**src/rtl/register_scoreboard.sv**
```systemverilog
// register_scoreboard: decode-stage RAW/WAW interlock for the 5-stage core.
// Keeps a small saturating count of in-flight writes per architectural register,
// raises the decode stall for dirty operands or a full counter, and runs a
// drain sequencer (RUN -> DRAIN -> ACK -> HOLD/RUN) for fence/CSR/flush logic.
// Optional build macro SCOREBOARD_STATS_EN adds stall_cycles/drain_cycles counters.
module register_scoreboard #(
    parameter int REGISTER_INDEX_WIDTH = 5,
    parameter int NUM_REGS             = 32,
    parameter int PENDING_WIDTH        = 2
) (
    input  logic                            clk,
    input  logic                            rst_n,
    input  logic                            issue_valid,
    input  logic [6:0]                      issue_op_code,
    input  logic [REGISTER_INDEX_WIDTH-1:0] issue_idx_src_1,
    input  logic [REGISTER_INDEX_WIDTH-1:0] issue_idx_src_2,
    input  logic [REGISTER_INDEX_WIDTH-1:0] issue_idx_dst,
    input  logic                            rf_write_en,
    input  logic [REGISTER_INDEX_WIDTH-1:0] rf_write_idx,
    input  logic                            drain_req,
    output logic                            stall,
    output logic                            issue_fire,
    output logic                            drain_ack,
    output logic [NUM_REGS-1:0]             busy_mask
`ifdef SCOREBOARD_STATS_EN
    ,
    output logic [31:0]                     stall_cycles,
    output logic [31:0]                     drain_cycles
`else
    // statistics outputs are not present in this build
`endif
);

    localparam logic [6:0] OP_R      = 7'b0110011;
    localparam logic [6:0] OP_STORE  = 7'b0100011;
    localparam logic [6:0] OP_BRANCH = 7'b1100011;
    localparam logic [6:0] OP_LOAD   = 7'b0000011;
    localparam logic [6:0] OP_IMM    = 7'b0010011;
    localparam logic [6:0] OP_JALR   = 7'b1100111;
    localparam logic [6:0] OP_LUI    = 7'b0110111;
    localparam logic [6:0] OP_AUIPC  = 7'b0010111;
    localparam logic [6:0] OP_JAL    = 7'b1101111;

    localparam logic [PENDING_WIDTH-1:0] PEND_ONE = {{(PENDING_WIDTH-1){1'b0}}, 1'b1};
    localparam logic [PENDING_WIDTH-1:0] PEND_MAX = {PENDING_WIDTH{1'b1}};

    typedef enum logic [1:0] {
        ST_RUN   = 2'd0,
        ST_DRAIN = 2'd1,
        ST_ACK   = 2'd2,
        ST_HOLD  = 2'd3
    } state_t;

    state_t                   state_q, state_d;
    logic [PENDING_WIDTH-1:0] pending_q [NUM_REGS];
    logic [PENDING_WIDTH-1:0] pending_d [NUM_REGS];
    logic [NUM_REGS-1:0]      inc_vec, dec_vec;
    logic                     use_rs1, use_rs2, writes_rd;
    logic                     src1_hz, src2_hz, rd_full;
    logic                     all_clear_d;

    // Decode which operands the instruction reads and whether it writes rd.
    always_comb begin
        use_rs1   = 1'b0;
        use_rs2   = 1'b0;
        writes_rd = 1'b0;
        case (issue_op_code)
            OP_R:                 begin use_rs1 = 1'b1; use_rs2 = 1'b1; writes_rd = 1'b1; end
            OP_STORE, OP_BRANCH:  begin use_rs1 = 1'b1; use_rs2 = 1'b1; end
            OP_LOAD, OP_IMM,
            OP_JALR:              begin use_rs1 = 1'b1; writes_rd = 1'b1; end
            OP_LUI, OP_AUIPC,
            OP_JAL:               writes_rd = 1'b1;
            default:              ;
        endcase
    end

    // Hazard detection; a same-cycle retire that empties a source (or frees a
    // slot in a full rd counter) lets the instruction through.
    always_comb begin
        src1_hz = use_rs1 && (issue_idx_src_1 != '0) && (pending_q[issue_idx_src_1] != '0)
                  && !(rf_write_en && (rf_write_idx == issue_idx_src_1)
                       && (pending_q[issue_idx_src_1] == PEND_ONE));
        src2_hz = use_rs2 && (issue_idx_src_2 != '0) && (pending_q[issue_idx_src_2] != '0)
                  && !(rf_write_en && (rf_write_idx == issue_idx_src_2)
                       && (pending_q[issue_idx_src_2] == PEND_ONE));
        rd_full = writes_rd && (issue_idx_dst != '0) && (pending_q[issue_idx_dst] == PEND_MAX)
                  && !(rf_write_en && (rf_write_idx == issue_idx_dst));
        stall      = issue_valid && (src1_hz || src2_hz || rd_full || (state_q != ST_RUN));
        issue_fire = issue_valid && !stall;
    end

    // Per-register increment (accepted writer) and decrement (retire) requests.
    always_comb begin
        inc_vec = '0;
        dec_vec = '0;
        for (int r = 1; r < NUM_REGS; r++) begin
            inc_vec[r] = issue_fire && writes_rd
                         && (issue_idx_dst == REGISTER_INDEX_WIDTH'(r));
            dec_vec[r] = rf_write_en && (rf_write_idx == REGISTER_INDEX_WIDTH'(r))
                         && (pending_q[r] != '0);
        end
    end

    // Next pending counts; inc and dec together cancel, x0 stays empty.
    always_comb begin
        all_clear_d = 1'b1;
        for (int r = 0; r < NUM_REGS; r++) begin
            pending_d[r] = pending_q[r];
            if (inc_vec[r] && !dec_vec[r]) begin
                pending_d[r] = pending_q[r] + PEND_ONE;
            end else if (dec_vec[r] && !inc_vec[r]) begin
                pending_d[r] = pending_q[r] - PEND_ONE;
            end
        end
        pending_d[0] = '0;
        for (int r = 0; r < NUM_REGS; r++) begin
            if (pending_d[r] != '0) begin
                all_clear_d = 1'b0;
            end
        end
    end

    // Busy view of the registered counters.
    always_comb begin
        busy_mask = '0;
        for (int r = 0; r < NUM_REGS; r++) begin
            busy_mask[r] = (pending_q[r] != '0);
        end
    end

    // Drain sequencer next-state and acknowledge output.
    always_comb begin
        state_d   = state_q;
        drain_ack = 1'b0;
        case (state_q)
            ST_RUN:   if (drain_req) state_d = ST_DRAIN;
            ST_DRAIN: if (all_clear_d) state_d = ST_ACK;
            ST_ACK: begin
                drain_ack = 1'b1;
                state_d   = drain_req ? ST_HOLD : ST_RUN;
            end
            ST_HOLD:  if (!drain_req) state_d = ST_RUN;
            default:  state_d = ST_RUN;
        endcase
    end

    // State and counter registers.
    always_ff @(posedge clk or negedge rst_n) begin
        if (!rst_n) begin
            state_q <= ST_RUN;
            for (int r = 0; r < NUM_REGS; r++) begin
                pending_q[r] <= '0;
            end
        end else begin
            state_q <= state_d;
            for (int r = 0; r < NUM_REGS; r++) begin
                pending_q[r] <= pending_d[r];
            end
        end
    end

`ifdef SCOREBOARD_STATS_EN
    logic [31:0] stall_cycles_q, stall_cycles_d;
    logic [31:0] drain_cycles_q, drain_cycles_d;

    // Saturating event counters for stalled decode cycles and drain cycles.
    always_comb begin
        stall_cycles_d = stall_cycles_q;
        drain_cycles_d = drain_cycles_q;
        if (issue_valid && stall && (stall_cycles_q != 32'hFFFF_FFFF)) begin
            stall_cycles_d = stall_cycles_q + 32'd1;
        end
        if ((state_q == ST_DRAIN) && (drain_cycles_q != 32'hFFFF_FFFF)) begin
            drain_cycles_d = drain_cycles_q + 32'd1;
        end
    end

    // Statistics registers.
    always_ff @(posedge clk or negedge rst_n) begin
        if (!rst_n) begin
            stall_cycles_q <= '0;
            drain_cycles_q <= '0;
        end else begin
            stall_cycles_q <= stall_cycles_d;
            drain_cycles_q <= drain_cycles_d;
        end
    end

    assign stall_cycles = stall_cycles_q;
    assign drain_cycles = drain_cycles_q;
`else
    // no statistics counters in this build
`endif

endmodule

```
**config.mk**
```make
export PLATFORM = sky130hd
export DESIGN_NAME = register_scoreboard
export DESIGN_NICKNAME = d
export VERILOG_FILES = /design/src/rtl/register_scoreboard.sv
export SDC_FILE = /design/constraint.sdc
export NUM_CORES = 1
export LEC_CHECK = 0
export CAP_MARGIN = 20
export CORE_UTILIZATION = 54
export CTS_CLUSTER_DIAMETER = 120
export DETAILED_ROUTE_END_ITERATION = 8
export HOLD_SLACK_MARGIN = 0.02
export MAX_ROUTING_LAYER = met4
export PLACE_DENSITY = 0.78
export SYNTH_ARGS = -nofsm -noshare
export SYNTH_HDL_FRONTEND = slang
export SYNTH_SLANG_ARGS = --single-unit
```
**constraint.sdc**
```tcl
create_clock -name clk -period 3.5 [get_ports clk]
set_clock_uncertainty 0.05 [all_clocks]
set_input_delay 0.525 -clock clk [delete_from_list [all_inputs] [get_ports clk]]
set_output_delay 0.525 -clock clk [all_outputs]
set_load 0.05 [all_outputs]
```
# == After elaboration in Yosys (flattened, before gate mapping) ==
# Cells that the tools add are included.
# classes
magnitude_cmp,3
eq_ne,83
reduce_logical,314
n_bitwise,3
mux,111
addsub,62
# ops
op,n
1-bit logical AND,172
5-bit equality test (second input constant),32
2-bit two-way mux,72
2-bit nonzero test,65
5-bit by 4-bit equality test with 1-bit output (second input constant),16
1-bit zero test,66
2-bit by 1-bit adder with 2-bit output (second input constant),31
2-bit by 1-bit subtractor with 2-bit output (second input constant),31
5-bit by 3-bit equality test with 1-bit output (second input constant),8
1-bit two-way mux,35
2-bit binary-select mux with 5-bit select,3
7-bit by 6-bit equality test with 1-bit output (second input constant),3
7-bit equality test (second input constant),3
5-bit by 2-bit equality test with 1-bit output (second input constant),4
6-bit greater-or-equal comparator (second input constant),3
5-bit NOT with 6-bit output,3
5-bit equality test,3
5-bit nonzero test,3
7-bit by 5-bit equality test with 1-bit output (second input constant),2
5-bit by 1-bit equality test with 1-bit output (second input constant),2
2-bit case mux with 4 select lines,1
7-bit by 2-bit equality test with 1-bit output (second input constant),1
7-bit OR reduction,1
2-bit by 1-bit equality test with 1-bit output (second input constant),3
other kinds (7),13
# word_totals
in_bits,32
wordCells,608
regBits,64

# == Logic depth before layout (Yosys ltp) ==
# logic_depth
ltp_word,54
mapped_depth,18
depth_no_buf,13

# == Least setup slack after synthesis ==
# OpenSTA, ideal clock, no wires.
# synth_path
path_kind,input to output
startpoint,input issue_idx_src_2[0]
endpoint,output issue_fire
n_path_buf,5
arrival_time_ns,3.729
required_ns,2.925
path_slack_ns,-0.804
path_stages,11
path_cell_list,buf_6 > buf_6 > mux4_2 > nand2_1 > o211ai_1 > a31oi_1 > o22ai_1 > buf_4 > buf_6 > buf_2 > nor4_1
# synth_via
elab_chain_len,14
word_cells_on_any_way,20
# synth_rtl
item,line_no,source
from (decl),16,"input logic [REGISTER_INDEX_WIDTH-1:0] issue_idx_src_2,"
5-bit NOT with 6-bit output (implied by the code),"84, 86",
2-bit binary-select mux with 5-bit select,"84, 86",
2-bit two-way mux (implied by the code) (2 in a row),"84, 86",
2-bit by 1-bit equality test with 1-bit output,86,&& (pending_q[issue_idx_src_2] == PEND_ONE));
1-bit logical AND,86,
1-bit zero test,85,&& !(rf_write_en && (rf_write_idx == issue_idx_src_2)
1-bit logical AND *,85,
1-bit logical OR * (3 in a row),89,stall = issue_valid && (src1_hz || src2_hz || rd_full || (state_q != ST_RUN));
1-bit logical AND *,89,
1-bit zero test *,90,issue_fire = issue_valid && !stall;
1-bit logical AND *,90,
to (decl),22,"output logic issue_fire,"
# Mark *: on every way between the ends. The rest lies on a longest branch, timed or not. The select of a mux whose other input is x is not followed.

# == Worst setup path in the final report ==
# layout_path
startpoint,input rf_write_idx[4]
endpoint,register state_q[0]
# layout_via
elab_chain_len,51
word_cells_on_any_way,395
# layout_rtl
item,line_no,source
from (decl),19,"input logic [REGISTER_INDEX_WIDTH-1:0] rf_write_idx,"
5-bit equality test (on tied branches),"82, 85",
1-bit logical AND (on tied branches),"82, 85",
1-bit logical AND (on tied branches),"83, 86",
1-bit zero test (on tied branches),"82, 85",
1-bit logical AND (on tied branches),"82, 85",
1-bit logical OR (3 in a row),89,
1-bit logical AND,89,
1-bit zero test,90,
(+4 left out),-,
1-bit logical AND,112,end else if (dec_vec[r] && !inc_vec[r]) begin
2-bit two-way mux,112,
2-bit two-way mux,110,if (inc_vec[r] && !dec_vec[r]) begin
2-bit nonzero test,118,if (pending_d[r] != '0) begin
1-bit two-way mux (30 in a row),118,
1-bit two-way mux *,118,
2-bit inequality test (no source line) *,-,
3-bit AND reduction (no source line) *,-,
to (signal assigned),156,state_q <= state_d;
to (decl),54,"state_t state_q, state_d;"
# Mark *: on every way between the ends. The rest lies on a longest branch, timed or not.
# A chain may end at the register's enable or synchronous reset.

==> results.md <==
- Status: finished with violations
- Int Power: 3.86 mW
- Post-synthesis mux area share: 13.0%
- Fin crit period: 4.07 ns
- Class of the worst hold path: input pin to asynchronous set/reset pin
- Clock Path Buffers: 2
- Synth area leader: dfrtp_1
- Number of global-route vias before repair: 9715
- Largest family of logic cells by synthesized area: simple AND/OR/NAND/NOR gates
- Register area share after synthesis: 21.5%
- Worst-Margin Slew: 0.805 ns
- DR vias/cell: 7.13
- Crit path DAT: 4.28 ns
- I/O pin count: 67
- Maximum fanout along the worst path: 9
- Initial antenna violation count: 3
- Main area contributors after synthesis: dfrtp_1 (21%), xnor2_1 (7.6%), mux4_2 (7.2%), inv_1 (5.9%), ha_1 (5.2%)
- Final period utilization: 116%
- CTS buffer count: 9
- Area Overhead vs Synth: 62.7%
- CTS root buf: clkbuf_16
- Post-synth EDFFs: 0
- Psw: 3.61 mW
- Nets: 1336
- Cell family with most CP delay: simple AND/OR/NAND/NOR gates
- Synth Area in Simple Gates: 23.8%
- All-Layer GR Usage: 55.3%
- Routed WL: 41700 um
- Power density cells: 615 mW/mm2
- Clock Latency Late Sink: 0.36 ns
- Synthesized cell area: 0.00746 mm2
- Final setup fails: 10
- CP peak stage delay: 0.47 ns
- Setup CP Type: input pin to flop
- RSZ-0062 raised after global routing: true
- DP Cell Count: 1398
- Routability Congestion: 1.06
- ANT nets after route: 0
- First DRT Iteration DRCs: 1704
- Top-area cell type share of the netlist area: 21.5%
- Synth Area in Adders: 9.91%
- CTS tree: done
- Clock share of power: 13.1%
- Post-synth cell types: 83
- Sw frac: 48.3%
- Count of input and output buffers: 65
- Buffers and inverters on the worst path: 3
- Post-place setup slack: -1.35 ns
- WL/cell: 28.6 um
- Gate Count Post-Synth: 884
- Final worst slack: -0.575 ns
- Leakage power: 5.29 nW
- Starting Density: 55.9%
- Failing checks: design-rule violations, negative setup slack
- Die Height: 120 um
- Max Cap Viol: 0
- Clk sink count: 64
- Comb pwr share: 67.2%
- F_max: 0.245 GHz
- Ys flop type: dfrtp_1
- Syn avg cell area: 8.44 um2
- Drt pass-1 iters: 9
- Remaining DRCs: 101
- Fin Setup TNS: -1.73 ns
- Largest net degree at the start of global routing: 37
- Max-slew violations: 0
- First-pass GRT wire length: 56500 um
- Slew margin rel.: 46.3%
- Syn. warnings: 0
- Vias: 10400
- H-tree depth: 3
- Die X: 120 um
- Final-report hold violation count: 0
- Slowest cell on crit path: clkdlybuf4s50_1
- DP Wirelength: 27300 um
- Asr flop ratio synth: 100%
- Worst VDD drop: 0.000597 V
- Placed cell areas: 0.0106 mm2
- Global route total overflow: 0
- Crit path capture type: flop
- CP required: 3.70 ns
- Full die area: 0.0143 mm2
- Syn Nets: 947
- Fin area: 0.0121 mm2
- Count of state elements after synthesis: 64
- Compound-Gate Fraction of Synth Area: 12.1%
- Fin util: 90.9%
- Share of post-route cells with drive strength above 1: 42.7%
- Worst Setup Start Kind: input pin
- Seq pwr share: 19.6%
- Final Non-Filler Cells: 1457
- Post-Synth XOR/XNOR Area: 9.86%
- Reg clk slew, reported paths: 0.07 ns
- Num rows: 42
- Placeable Area: 0.0133 mm2
- Critical path, cell by cell: clkdlybuf4s50_1 > buf_4 > nand4b_1 > buf_4 > or3_1 > xnor2_1 > nor2_1 > a221o_1 > o21ai_0 > o2111a_1 > nand4_1 > nor4_2 > nand4_1 > o21a_1
[power by group through the flow]
stage / clock network [mW] / logic [mW] / registers (mW)
2_1_floorplan: 0 / 2.39 / 1.25
3_3_place_gp: 0 / 4.12 / 1.37
3_5_place_dp: 0 / 4.21 / 1.38
4_1_cts: 0.950 / 4.54 / 1.37
5_1_grt: 0.995 / 5.15 / 1.44
6_report: 0.982 / 5.02 / 1.47
[state kept, by name (all words and copies together) (netlist names)]
| register | count |
|---|---|
| pending_q | 62 |
| state_q | 2 |
[cells in the mapped netlist (all sizes together) (7+ instances only)]
master / number
nor3: 40
nand4: 27
a31oi: 9
a2111oi: 7
nor4: 32
a21oi: 19
mux2: 12
or3: 21
nor2: 39
nor2b: 15
dfrtp: 64
xnor2: 65
inv: 117
nand2: 57
or4: 7
buf: 33
ha: 31
maj3: 35
clkbuf: 21
o21ai: 15
mux4: 24
nand2b: 8
nand3: 31
xor2: 19
mux2i: 29
[cell type report]
type | instances | area (um2)
clock buffer | 13 | 260
sequential | 64 | 1610
inverter | 117 | 443
clock inverter | 3 | 40.0
fill | 551 | 1210
antenna | 3 | 7.51
tap | 176 | 220
timing repair buffer | 431 | 3710
multi-input combinational | 650 | 5850
[stage by stage]
| stage | hold slack [ns] | power [mW] |
|---|---|---|
| 4_1_cts | 0.232 | 6.86 |
| 6_report | 0.205 | 7.47 |
| 5_1_grt | 0.272 | 7.58 |
| 2_1_floorplan | 0.179 | 3.64 |
| 3_5_place_dp | 0.476 | 5.60 |
| 3_3_place_gp | 0.485 | 5.49 |
[worst reg2reg max path: stages (launching register included)]
cell,delay (ns)
dfrtp_1,0.49
mux4_2,0.50
nand2_1,0.08
o211ai_1,0.28
a31oi_2,0.26
buf_4,0.17
o22a_1,0.19
buf_6,0.15
nand4_1,0.22
a21oi_1,0.30
o22ai_2,0.15
or4_4,0.57
nor4b_4,0.27
nand4_1,0.16
o21a_1,0.14
[routing by layer]
layer	vias to the layer above	routed length (um)	part of all wire [%]	GRT usage, %
li1	4002	-	-	-
met1	4786	13400	32	63.3
met2	1135	17100	41	79.1
met3	460	7020	17	21.9
met4	0	4190	10	37.8
met5	-	0	0	-
[path summary, 6_finish.rpt]
check                                             start                 endpoint  slack, ns  cells after the start
max in group asynchronous                         rst_n   pending_q[0]$_DFF_PN0_       2.50                      2
worst min register to register   state_q[1]$_DFFE_PN0P_   state_q[1]$_DFFE_PN0P_       0.52                      2
min in group clk                 state_q[1]$_DFFE_PN0P_   state_q[1]$_DFFE_PN0P_       0.52                      2
worst max register to register  pending_q[48]$_DFF_PN0_   state_q[0]$_DFFE_PN0P_      -0.57                     14
worst max-delay path                    rf_write_idx[4]   state_q[0]$_DFFE_PN0P_      -0.57                     14
worst min-delay path                              rst_n  pending_q[38]$_DFF_PN0_       0.21                      1
[what timing repair did]
action,CTS,global route
hold buffers,0,0
setup endpoints to repair,36,20
pin swaps,28,36
gates resized for setup,138,67
cloned,4,0
setup buffers,23,13
endpoints found under the hold margin,0,0
[cells by family after synthesis]
family	count (synthesis)
other cells	1
simple gates	312
mux	65
compound gates	121
buf+inv	171
xor+xnor	84
flops	64
fa+ha+maj	66
[cells in the final DEF (no fill, tap or decap), types with 9 or more instances in the layout]
cell type	netlist	routed
nand4_1	26	26
nor2_1	39	37
ha_1	31	31
mux2i_1	29	19
inv_1	117	114
dfrtp_1	64	60
o21ai_0	15	10
buf_4	5	331
buf_12	0	13
a21oi_1	19	17
clkdlybuf4s50_1	0	48
xor2_1	19	19
or3_1	21	21
mux2_2	10	9
nand3_1	31	30
nor2b_1	15	11
nor3_1	39	36
mux4_2	24	24
nor4_2	4	10
maj3_2	1	10
maj3_1	34	25
xnor2_1	65	61
clkbuf_16	0	9
nor4_4	3	16
nand2_1	57	53
buf_6	6	18
Power figures use the tool's default switching activity.
